## config.mk

```make
export PLATFORM = sky130hd
export DESIGN_NAME = kamacore_stage_id
export DESIGN_NICKNAME = d
export VERILOG_FILES = /design/src/rtl/kamacore_stage_id.sv
export SDC_FILE = /design/constraint.sdc
export NUM_CORES = 2
export LEC_CHECK = 0
export BUFFER_PORTS_ARGS = -buffer_cell sky130_fd_sc_hd__buf_2
export CELL_PAD_IN_SITES_DETAIL_PLACEMENT = 1
export CELL_PAD_IN_SITES_GLOBAL_PLACEMENT = 1
export CORE_MARGIN = 8
export CORE_UTILIZATION = 35
export DETAILED_ROUTE_END_ITERATION = 16
export PLACE_DENSITY = 0.63
export SYNTH_ARGS = -nofsm -noshare
export SYNTH_HDL_FRONTEND = slang
export SYNTH_SLANG_ARGS = --single-unit
export TNS_END_PERCENT = 10
```

## constraint.sdc

```tcl
create_clock -name clk -period 3.85 [get_ports clk]
set_clock_uncertainty 0.05 [all_clocks]
set_input_delay 0.1925 -clock clk [delete_from_list [all_inputs] [get_ports clk]]
set_output_delay 0.1925 -clock clk [all_outputs]
set_load 0.005 [all_outputs]
```

## src/rtl/kamacore_stage_id.sv

```systemverilog
// Instruction decode stage: field extraction, immediate generation, 2R/1W register file
// with write-through bypass, load-use interlock and the ID/EX pipeline register.
module kamacore_stage_id #(
  parameter int CPU_WIDTH = 32,
  parameter int REG_COUNT = 32
) (
  input  logic                 clk,
  input  logic                 rst,
  input  logic                 branch_valid,
  input  logic                 if_valid,
  input  logic [CPU_WIDTH-1:0] if_instruction,
  output logic                 id_ready,
  input  logic                 ex_stall,
  input  logic                 wb_we,
  input  logic [4:0]           wb_rd,
  input  logic [CPU_WIDTH-1:0] wb_data,
  output logic                 ex_valid,
  output logic [6:0]           ex_opcode,
  output logic [4:0]           ex_rd,
  output logic [4:0]           ex_rs1,
  output logic [4:0]           ex_rs2,
  output logic [CPU_WIDTH-1:0] ex_rs1_data,
  output logic [CPU_WIDTH-1:0] ex_rs2_data,
  output logic [CPU_WIDTH-1:0] ex_imm
);

  localparam logic [6:0] OP_LOAD   = 7'b0000011;
  localparam logic [6:0] OP_IMM    = 7'b0010011;
  localparam logic [6:0] OP_JALR   = 7'b1100111;
  localparam logic [6:0] OP_STORE  = 7'b0100011;
  localparam logic [6:0] OP_BRANCH = 7'b1100011;
  localparam logic [6:0] OP_LUI    = 7'b0110111;
  localparam logic [6:0] OP_AUIPC  = 7'b0010111;
  localparam logic [6:0] OP_JAL    = 7'b1101111;

  // Fields are packed into the top bits and arithmetic-shifted down for sign extension.
  function automatic logic signed [CPU_WIDTH-1:0] imm_gen(input logic [31:0] ins);
    logic signed [31:0] s;
    case (ins[6:0])
      OP_LOAD, OP_IMM, OP_JALR: s = $signed(ins) >>> 20;
      OP_STORE:                 s = $signed({ins[31:25], ins[11:7], 20'b0}) >>> 20;
      OP_BRANCH:                s = $signed({ins[31], ins[7], ins[30:25], ins[11:8], 20'b0}) >>> 19;
      OP_LUI, OP_AUIPC:         s = $signed({ins[31:12], 12'b0});
      OP_JAL:                   s = $signed({ins[31], ins[19:12], ins[20], ins[30:21], 12'b0}) >>> 11;
      default:                  s = '0;
    endcase
    return CPU_WIDTH'(s);
  endfunction

  logic [CPU_WIDTH-1:0] r_regs [REG_COUNT];

  logic [6:0]           w_opcode;
  logic [4:0]           w_rd, w_rs1, w_rs2;
  logic [CPU_WIDTH-1:0] w_rs1_data, w_rs2_data, w_imm;
  logic                 w_hazard;

  logic                 r_vld_p1;
  logic [6:0]           r_opcode_p1;
  logic [4:0]           r_rd_p1, r_rs1_p1, r_rs2_p1;
  logic [CPU_WIDTH-1:0] r_rs1_data_p1, r_rs2_data_p1, r_imm_p1;

  assign w_opcode = if_instruction[6:0];
  assign w_rd     = if_instruction[11:7];
  assign w_rs1    = if_instruction[19:15];
  assign w_rs2    = if_instruction[24:20];
  assign w_imm    = imm_gen(if_instruction[31:0]);

  // x0 is hardwired; a same-cycle writeback to the read index wins over the array.
  always_comb begin
    w_rs1_data = '0;
    w_rs2_data = '0;
    if (w_rs1 != 5'd0) w_rs1_data = (wb_we && wb_rd == w_rs1) ? wb_data : r_regs[w_rs1];
    if (w_rs2 != 5'd0) w_rs2_data = (wb_we && wb_rd == w_rs2) ? wb_data : r_regs[w_rs2];
  end

  assign w_hazard = r_vld_p1 && (r_opcode_p1 == OP_LOAD) && (r_rd_p1 != 5'd0) && if_valid &&
                    ((r_rd_p1 == w_rs1) || (r_rd_p1 == w_rs2));

  // Flush lets fetch advance even when execute is stalled or a hazard is pending.
  always_comb begin
    id_ready = 1'b1;
    if (rst)               id_ready = 1'b0;
    else if (branch_valid) id_ready = 1'b1;
    else if (ex_stall)     id_ready = 1'b0;
    else if (w_hazard)     id_ready = 1'b0;
  end

  always_ff @(posedge clk) begin
    if (rst) begin
      for (int i = 0; i < REG_COUNT; i++) r_regs[i] <= '0;
    end else if (wb_we && wb_rd != 5'd0) begin
      r_regs[wb_rd] <= wb_data;
    end
  end

  // ---- ID -> EX boundary (p1) ----
  always_ff @(posedge clk) begin
    if (rst) begin
      r_vld_p1      <= 1'b0;
      r_opcode_p1   <= '0;
      r_rd_p1       <= '0;
      r_rs1_p1      <= '0;
      r_rs2_p1      <= '0;
      r_rs1_data_p1 <= '0;
      r_rs2_data_p1 <= '0;
      r_imm_p1      <= '0;
    end else if (branch_valid) begin
      r_vld_p1 <= 1'b0;
    end else if (!ex_stall) begin
      if (w_hazard) begin
        r_vld_p1 <= 1'b0;
      end else begin
        r_vld_p1 <= if_valid;
        if (if_valid) begin
          r_opcode_p1   <= w_opcode;
          r_rd_p1       <= w_rd;
          r_rs1_p1      <= w_rs1;
          r_rs2_p1      <= w_rs2;
          r_rs1_data_p1 <= w_rs1_data;
          r_rs2_data_p1 <= w_rs2_data;
          r_imm_p1      <= w_imm;
        end
      end
    end
  end

  assign ex_valid    = r_vld_p1;
  assign ex_opcode   = r_opcode_p1;
  assign ex_rd       = r_rd_p1;
  assign ex_rs1      = r_rs1_p1;
  assign ex_rs2      = r_rs2_p1;
  assign ex_rs1_data = r_rs1_data_p1;
  assign ex_rs2_data = r_rs2_data_p1;
  assign ex_imm      = r_imm_p1;

endmodule

```

==> out/metrics.yaml <==
outcome:
  status: "complete, no violations"
worst_setup_path:
  cp.required_ns: 4.37
  startpoint_type: "flop"
  crit_arrival_ns: 3.44
  critPathTopFamily: "buffers and inverters"
  crit_start: "ex_opcode[1]"
  crit_path_end_kind: "flop"
  path_max_fanout: 82
  cp.buffers_inverters: 2
  reg2reg_from: "ex_opcode[1]"
  worst_path_largest_cell_delay_ns: 0.56
  critPathSlowestCell: "dlygate4sd3_1"
  worstPathCellList: "nor4bb_1, nand4b_1, a21oi_1, a21oi_4, buf_4, nand3_1, dlygate4sd3_1, a21oi_1"
  crit_type: "reg -> reg"
  crit_path_frequent_cell: "a21oi_1"
  r2r_slack_ns: 0.93
synth:
  seq_area_frac_synth_pct: 57.21
  synthCells: 3817
  syn_area_sq_mm: 0.05792
  synth_cell_type_count: 50
  ys_seq_elements: 1143
  async_flop_share_pct: 0
  synth_warnings: 0
  synth.avg_cell_area_sq_um: 15.17
  synth_ff_type: "edfxtp_1"
  synth-edff-count: 1024
finish:
  layout.cells.non_filler: 6123
  nets: 3902
  drive_gt1_share_pct: 30.55
  fillers: 16456
  syn2layout_area_growth_pct: 13.83
power_and_ir_drop:
  p_leak_nw: 20.49
  power_w: 0.02990
  power.density_mw_per_mm2: 453.6
  peakVddDrop_v: 0.0003624
sta:
  tns_ns: 0
  slew_headroom_pct: 15.69
  hold_viol: 0
  finalCritPeriodShare_pct: 75.90
  fin_ws_ns: 0.9278
  finalSetupViolations: 0
  tightestPinTransition_ns: 1.265
  rsz0062_at_grt: "false"
  fin_crit_ns: 2.922
  timing.fmax_ghz: 0.3422
  drv_slew: 0
die:
  die_h_um: 422.8
  num_rows: 149
  fp.coreArea_sq_mm: 0.1646
  io_pins: 195
  die_w_um: 422.8
  initial_core_util_pct: 35.18
  die-area_sq_mm: 0.1787
detailed_routing:
  vias: 39110
  wl_per_cell_um: 34.77
  dr.pass1.iters: 5
  first_iter_violations: 4545
  ant_nets: 0
  routed_via_density: 6.387
  wl_mm: 212.9
  drc: 0
run:
  cap_violations: 0
cts:
  cts_setup_buffers: 0
  htree_num_levels: 3
  cts_buffer_depth: 3
  cts_tree: "yes"
  clkSinkCount: 1143
  cts_resized: 0
  clk_latency_ns: 0.76
  cts-root-buf: "clkbuf_16"
  clk_pin_slew_ns: 0.06
  numCtsBuffers: 121
min_path:
  hold_class: "in -> reg"
  hold_path.startpoint: "wb_data[29]"
place:
  dp_hpwl_mm: 117.2
  dp.cells: 5855
  preCtsSetupSlack_ns: 0.8987
  port_buffers: 194
  gp_congestion: 0.7929
global_routing:
  grt_pass1_wl_mm: 304.8
  antenna_found_initial: 5
  grt_util_all_layers_pct: 23.15
  grt_pass1_vias: 40808
  globalRouteOverflowTotal: 0
  grt_max_degree: 131
[layout make-up]
cell class	instances	area, sq um	share of cell area (%)
diodes	3	7.507	0.01139
clock buffers	165	3277	4.971
clock inverters	62	555.5	0.8427
inverters	38	143.9	0.2183
multi-input cells	2146	23080	35.01
flip-flops and latches	1143	33130	50.26
well taps	2189	2739	4.155
repair buffers	377	2993	4.540
[worst register-to-register path: cells and delay by family, from the launching register on]
kind | cells | cell delay, ns
compound gates | 3 | 0.63
flops | 1 | 0.34
buf+inv | 2 | 0.98
simple gates | 3 | 0.77
[what timing repair did]
item | in CTS | in global routing
endpoints found under the hold margin | 56 | 0
hold buffers | 38 | 0
endpoints found under the setup margin | 0 | 0
[through the flow]
stage	hold WS (ns)	area (sq um)	utilization (%)
2_1_floorplan	0.2193	58030	-
3_3_place_gp	0.3592	61700	37.48
3_5_place_dp	0.3681	61700	37.48
4_1_cts	0.01721	65920	40.04
5_1_grt	0.04909	65920	40.05
6_report	0.04422	65920	40.05
[report_power, final]
part / internal, W / leakage (nW) / switching, W
combinational: 0.00157 / 7.90 / 0.00217
sequential: 0.0142 / 10.7 / 0.000368
clock: 0.00647 / 1.88 / 0.00515
total: 0.0222 / 20.5 / 0.00769
[synth_stat cells, types with 10 or more instances]
| cell | number | area, sq um |
|---|---|---|
| mux2i_1 | 87 | 870.8 |
| nor3_1 | 995 | 4980 |
| buf_2 | 55 | 275.3 |
| a21oi_1 | 34 | 170.2 |
| a211oi_1 | 18 | 135.1 |
| nor2_1 | 51 | 191.4 |
| buf_4 | 16 | 120.1 |
| nand3_1 | 19 | 95.09 |
| mux4_2 | 635 | 14300 |
| buf_6 | 10 | 112.6 |
| edfxtp_1 | 1024 | 30750 |
| xnor2_1 | 12 | 105.1 |
| inv_1 | 38 | 142.6 |
| clkbuf_1 | 414 | 1554 |
| o221ai_1 | 62 | 543.0 |
| nand2b_1 | 10 | 62.56 |
| dfxtp_1 | 119 | 2382 |
| o21ai_0 | 39 | 195.2 |
| buf_1 | 26 | 97.59 |
| nand2_1 | 93 | 349.1 |
[path summary, 6_finish.rpt]
path	cells after the start	end
worst min-delay path	4	ex_rs2_data[29]
worst max-delay path	8	ex_imm[5]
worst max register to register	8	ex_imm[5]
worst min register to register	2	ex_rs2_data[26]
[sequential cells by signal (all words and copies together) (netlist names)]
name         count
ex_rs1_data     32
r_regs        1024
ex_rs2_data     32
ex_rs2           5
ex_valid         1
ex_imm          32
ex_rd            5
ex_rs1           5
ex_opcode        7
[cells by family after synthesis]
kind of cell / after synthesis / synth area share, %
AND/OR/NAND/NOR: 1196 / 10.15
flip-flops: 1143 / 57.21
other: 1 / 0.006475
buffers and inverters: 559 / 3.975
XOR/XNOR: 20 / 0.3025
multiplexers: 723 / 26.22
AO/OA/AOI/OAI: 175 / 2.147
[layout by cell type (no fill, tap or decap), drive strengths merged, types with 3 or more instances in the layout]
| cell type | instances |
|---|---|
| edfxtp | 1024 |
| nor3 | 995 |
| mux4 | 635 |
| buf | 339 |
| clkbuf | 165 |
| dfxtp | 119 |
| nand2 | 93 |
| mux2i | 87 |
| o221ai | 62 |
| nor2 | 51 |
| clkinv | 50 |
| inv | 39 |
| o21ai | 39 |
| dlygate4sd3 | 38 |
| a21oi | 34 |
| conb | 32 |
| nand3 | 19 |
| a211oi | 18 |
| xnor2 | 12 |
| nand2b | 10 |
| xor2 | 8 |
| bufinv | 8 |
| nor2b | 7 |
| and3 | 5 |
| a22oi | 5 |
| diode | 3 |
| nor3b | 3 |
| clkinvlp | 3 |
| or2 | 3 |
[layer usage]
metal  share of wire (%)  up-vias  GRT usage [%]
met4                 4.3        0          8.921
met3                 9.1      418          4.140
met2                  48     2119          37.75
li1                    -    15559              -
met5                   0        -              0
met1                  39    21014          30.93
Power figures use the tool's default switching activity.
